[src/rtl/spm_serial_mult_if.sv]
// rtl/spm_serial_mult_if.sv - operand/product handshake bundle for spm_serial_mult
interface spm_serial_mult_if #(
    parameter int WIDTH = 8,
    parameter int YBITS = 8
);
    localparam int P = WIDTH + YBITS;

    logic             in_valid;
    logic             in_ready;
    logic [WIDTH-1:0] x;
    logic [YBITS-1:0] y;
    logic             sbit_valid;
    logic             sbit;
    logic             sbit_last;
    logic             out_valid;
    logic             out_ready;
    logic [P-1:0]     prod;

    modport master (
        output in_valid, x, y, out_ready,
        input  in_ready, sbit_valid, sbit, sbit_last, out_valid, prod
    );

    modport slave (
        input  in_valid, x, y, out_ready,
        output in_ready, sbit_valid, sbit, sbit_last, out_valid, prod
    );
endinterface

[src/rtl/spm_serial_mult.sv]
// rtl/spm_serial_mult.sv - serial-parallel csa-chain multiplier, LSB-first product stream
// Define SPM_SIGNED_EN for two's complement operands (Baugh-Wooley top cell).
module spm_serial_mult #(
    parameter int WIDTH = 8,
    parameter int YBITS = 8
) (
    input  logic              clk,
    input  logic              rst,
    spm_serial_mult_if.slave  bus
);
    localparam int P     = WIDTH + YBITS;
    localparam int CNT_W = $clog2(P + 1);

    typedef enum logic [1:0] {IDLE, RUN, DONE} state_t;

    state_t           state;
    state_t           state_n;
    logic [WIDTH-1:0] x_r;
    logic [WIDTH-1:1] s;
    logic [WIDTH-1:0] c;
    logic [WIDTH-1:0] a;
    logic [WIDTH-1:0] s_up;
    logic [WIDTH-1:0] sum_n;
    logic [WIDTH-1:0] carry_n;
    logic [YBITS-1:0] y_sh;
    logic [YBITS-1:0] y_next;
    logic [CNT_W-1:0] cnt;
    logic [P-1:0]     prod_r;
    logic [P-1:0]     bit_sel;
    logic             ybit;
    logic             top_in;
    logic             cnt_last;
    logic             accept;
    logic             running;
    logic             in_ready_c;
    logic             sbit_valid_c;
    logic             sbit_c;
    logic             sbit_last_c;
    logic             out_valid_c;

    assign ybit     = y_sh[0];
    assign cnt_last = (cnt == CNT_W'(P - 1));
    assign bit_sel  = P'(1) << cnt;

`ifdef SPM_SIGNED_EN
    localparam logic [WIDTH-1:0] TOP_BIT = WIDTH'(1) << (WIDTH - 1);
    localparam logic [YBITS-1:0] Y_MSB   = YBITS'(1) << (YBITS - 1);
    // Top cell adds ~(x*y) instead of -(x*y); the 2^(WIDTH-1) injected on the
    // first cycle absorbs the resulting constant modulo 2^P.
    assign a      = (x_r & {WIDTH{ybit}}) ^ TOP_BIT;
    assign top_in = (cnt == '0);
    assign y_next = (y_sh >> 1) | (y_sh & Y_MSB);
`else
    assign a      = x_r & {WIDTH{ybit}};
    assign top_in = 1'b0;
    assign y_next = y_sh >> 1;
`endif

    // Cell i sees the sum of cell i+1 from the previous cycle (same weight).
    assign s_up    = {top_in, s};
    assign sum_n   = a ^ s_up ^ c;
    assign carry_n = (a & s_up) | (a & c) | (s_up & c);

    always_ff @(posedge clk) begin
        if (rst) begin
            state <= IDLE;
        end else begin
            state <= state_n;
        end
    end

    always_comb begin
        state_n      = state;
        accept       = 1'b0;
        running      = 1'b0;
        in_ready_c   = 1'b0;
        sbit_valid_c = 1'b0;
        sbit_c       = 1'b0;
        sbit_last_c  = 1'b0;
        out_valid_c  = 1'b0;
        case (state)
            IDLE: begin
                in_ready_c = 1'b1;
                if (bus.in_valid) begin
                    accept  = 1'b1;
                    state_n = RUN;
                end
            end
            RUN: begin
                running      = 1'b1;
                sbit_valid_c = 1'b1;
                sbit_c       = sum_n[0];
                sbit_last_c  = cnt_last;
                if (cnt_last) begin
                    state_n = DONE;
                end
            end
            DONE: begin
                out_valid_c = 1'b1;
                if (bus.out_ready) begin
                    state_n = IDLE;
                end
            end
            default: state_n = IDLE;
        endcase
    end

    always_ff @(posedge clk) begin
        if (rst) begin
            x_r    <= '0;
            y_sh   <= '0;
            s      <= '0;
            c      <= '0;
            cnt    <= '0;
            prod_r <= '0;
        end else if (accept) begin
            x_r  <= bus.x;
            y_sh <= bus.y;
            s    <= '0;
            c    <= '0;
            cnt  <= '0;
        end else if (running) begin
            s      <= sum_n[WIDTH-1:1];
            c      <= carry_n;
            y_sh   <= y_next;
            cnt    <= cnt + CNT_W'(1);
            prod_r <= (prod_r & ~bit_sel) | (sum_n[0] ? bit_sel : '0);
        end
    end

    assign bus.in_ready   = in_ready_c;
    assign bus.sbit_valid = sbit_valid_c;
    assign bus.sbit       = sbit_c;
    assign bus.sbit_last  = sbit_last_c;
    assign bus.out_valid  = out_valid_c;
    assign bus.prod       = prod_r;
endmodule
[src/flat_wrapper.sv]
// flat-port wrapper written by rule: the top's interface ports become plain ports
module spm_serial_mult_flat 
#(
    parameter int WIDTH = 8,
    parameter int YBITS = 8
)
  (clk, rst, bus_in_valid, bus_x, bus_y, bus_out_ready, bus_in_ready, bus_sbit_valid, bus_sbit, bus_sbit_last, bus_out_valid, bus_prod);
  spm_serial_mult_if #(.WIDTH(WIDTH), .YBITS(YBITS)) bus_i ();
  input  logic clk;
  input  logic rst;
  input wire logic [$bits(bus_i.in_valid)-1:0] bus_in_valid;
  input wire logic [$bits(bus_i.x)-1:0] bus_x;
  input wire logic [$bits(bus_i.y)-1:0] bus_y;
  input wire logic [$bits(bus_i.out_ready)-1:0] bus_out_ready;
  output wire logic [$bits(bus_i.in_ready)-1:0] bus_in_ready;
  output wire logic [$bits(bus_i.sbit_valid)-1:0] bus_sbit_valid;
  output wire logic [$bits(bus_i.sbit)-1:0] bus_sbit;
  output wire logic [$bits(bus_i.sbit_last)-1:0] bus_sbit_last;
  output wire logic [$bits(bus_i.out_valid)-1:0] bus_out_valid;
  output wire logic [$bits(bus_i.prod)-1:0] bus_prod;
  assign bus_i.in_valid = bus_in_valid;
  assign bus_i.x = bus_x;
  assign bus_i.y = bus_y;
  assign bus_i.out_ready = bus_out_ready;
  assign bus_in_ready = bus_i.in_ready;
  assign bus_sbit_valid = bus_i.sbit_valid;
  assign bus_sbit = bus_i.sbit;
  assign bus_sbit_last = bus_i.sbit_last;
  assign bus_out_valid = bus_i.out_valid;
  assign bus_prod = bus_i.prod;
  spm_serial_mult #(.WIDTH(WIDTH), .YBITS(YBITS)) u_core (.clk(clk), .rst(rst), .bus(bus_i));
endmodule
[config.mk]
export PLATFORM = sky130hd
export DESIGN_NAME = spm_serial_mult_flat
export DESIGN_NICKNAME = d
export VERILOG_FILES = /design/src/rtl/spm_serial_mult_if.sv /design/src/rtl/spm_serial_mult.sv /design/src/flat_wrapper.sv
export SDC_FILE = /design/constraint.sdc
export NUM_CORES = 1
export LEC_CHECK = 0
export ABC_AREA = 1
export CAP_MARGIN = 20
export CORE_MARGIN = 2
export CORE_UTILIZATION = 70
export CTS_BUF_LIST = sky130_fd_sc_hd__clkbuf_8
export DETAILED_ROUTE_END_ITERATION = 7
export DONT_BUFFER_PORTS = 1
export HOLD_SLACK_MARGIN = 0.05
export PLACE_DENSITY = 0.92
export REMOVE_ABC_BUFFERS = 1
export SKIP_CTS_REPAIR_TIMING = 1
export SLEW_MARGIN = 0
export SYNTH_ARGS = -nofsm -noshare
export SYNTH_HDL_FRONTEND = slang
export SYNTH_SLANG_ARGS = --single-unit
[constraint.sdc]
create_clock -name clk -period 3.8 [get_ports clk]
set_input_delay 0.19 -clock clk [delete_from_list [all_inputs] [get_ports clk]]
set_output_delay 0.19 -clock clk [all_outputs]
set_load 0.1 [all_outputs]
==> reports/qor.csv <==
metric,value,unit
hold_class,input pin to flip-flop,
syn2layout_area_growth,4.57,%
numCtsBuffers,5,
drtPass1Iterations,6,
port_buffers,0,
vias_per_cell,5.11,
leakagePower,1.34,nW
cp.required,3.61,ns
num_rows,22,
h-tree-depth,2,
power.density,357,mW/mm2
antenna_found_initial,0,
vias,2286,
finalCriticalPeriod,2.70,ns
synth-edff-count,0,
synth_area,0.00279,mm2
insertion_delay,0.31,ns
syn_area_per_cell,7.01,um2
die_h,67.2,um
critPathKind,flip-flop to output pin,
slew_violations,0,
globalplace.congestion,0.801,
synth_area_leaders,"dfxtp_1 (39%), nand2_1 (14%), inv_1 (9.0%)",
grt_max_degree,40,
synth_flop_cell,dfxtp_1,
critPathLaunchType,flip-flop,
cap_violations,0,
nNetsFinal,433,
yosysWarnings,0,
arrival,2.51,ns
ctsRootBufferMaster,clkbuf_8,
antenna_cells,0,
ys_types,25,
period_share,71.0,%
clock_power_share,30.9,%
start_util,74.6,%
synthArstFlopShare,0,%
intPower,0.761,mW
combPwrFrac,10.9,%
dp.final_hpwl,3530,um
die_x,67.2,um
end_kind,output pin,
yosysSeqAreaShare,38.7,%
synth_top_area_share,38.7,%
timing_hold_violations_final,0,
die_area,0.00451,mm2
fmax,371,MHz
wl,5060,um
tightestPinTransition,1.08,ns
critPathSlowestCell,nor2_2,
status,"complete, no violations",
yosysTopAreaCell,dfxtp_1,
swShare,27.1,%
grt_pass1_vias,2066,
cts_num_sinks,54,
grtUsageTotal,24.4,%
finalPower,1.04,mW
path_max_fanout,15,
postSynthCellCount,398,
post_drt_wl_per_cell,11.3,um
cts_tree,yes,
core_area,0.00374,mm2
clk_pin_slew,0.09,ns
grt_pass1_wl,8290,um
drtIter0Drc,117,
drive_above_1_share,6.52,%
rsz0062_at_grt,false,
max_stage_delay,0.90,ns
postRouteAntennaNets,0,
ys_ff_latch,54,
ir_drop,0.000229,V
setup_tns,0,ns
globalRoute.totalOverflow,0,
clock_path_buffers,2,
setup_viol,0,
pin_count,41,
power.switching,0.282,mW
crit_chain,"nand2_1, fa_1, nor2_2",
fin_worst_skew,0.00843,ns
max-slew-margin-rel,27.7,%
yosys-top-cells-count,"nand2_1 (107), inv_1 (67), dfxtp_1 (54)",
synth.most_common_cell,nand2_1,
drc,0,
seq_power_share,58.2,%
## final timing paths
kind | from | endpoint | depth (start not counted) | slack [ns]
worst max-delay path | u_core.y_sh[0] | bus_sbit | 3 | 1.10
worst min-delay path | bus_x[6] | u_core.x_r[6] | 2 | 0.02
worst max register to register | u_core.state[0] | u_core.c[2] | 6 | 1.71
worst min register to register | u_core.y_sh[4] | u_core.y_sh[4] | 2 | 0.47
## area by class of cell
cell class,instances,area [um2]
clock buffer,6,82.6
sequential,54,1080
clock inverter,2,8.76
timing repair buffer,8,77.6
inverter,71,269
multi-input combinational,258,1340
tap,48,60.1
fill,293,825
## critical path, delay by kind of cell, from the launching register on
family	cells	cell delay, ns
AND/OR/NAND/NOR	2	1.02
flip-flops	1	0.51
adder cells (fa/ha/maj)	1	0.66
## stage by stage
step / instances / setup WS [ns] / hold WS (ns) / cell area (um2) / util, %
floorplan: 383 / 1.16 / 0.259 / 2690 / -
global placement: 432 / 1.45 / 0.260 / 2760 / 73.7
detailed placement: 432 / 1.44 / 0.262 / 2760 / 73.7
CTS: 440 / 1.09 / -0.0719 / 2850 / 76.1
global route: 447 / 0.999 / 0.0503 / 2920 / 78.0
finish: 447 / 1.10 / 0.0241 / 2920 / 78.0
## placed cells by master (no fill, tap or decap), types with 3 or more instances in the layout
cell / count
nand2_1: 107
inv_1: 68
dfxtp_1: 54
nor2_1: 43
nand3_1: 33
a21oi_1: 16
o21ai_1: 16
ha_1: 8
nor2_2: 7
o21ai_0: 7
fa_1: 7
dlygate4sd3_1: 7
nand3b_1: 6
clkbuf_8: 6
inv_2: 3
## metal layers
layer	track usage, %	up-vias	wire length (um)	part of all wire (%)
met2	45.9	51	2650	52
met5	0	-	0	0
met4	11.7	0	76	1.5
met1	25.2	1024	2100	42
li1	-	1204	-	-
met3	6.00	7	225	4.4
## cells by family after synthesis
kind of cell               after synthesis  share of synthesized area (%)
DFF                                     54                           38.7
and+or+nand+nor                        202                           31.6
AOI/OAI and AO/OA                       41                           7.58
buffers and inverters                   86                           13.4
adders and majority gates               15                           8.61
## power groups by stage
stage	clock [mW]	sequential [mW]	combinational (mW)
floorplan	0	0.616	0.0869
global placement	0	0.619	0.103
CTS	0.331	0.607	0.106
detailed placement	0	0.620	0.106
global route	0.352	0.609	0.127
finish	0.323	0.607	0.114
Note: power is estimated with default switching activity, not from simulation.
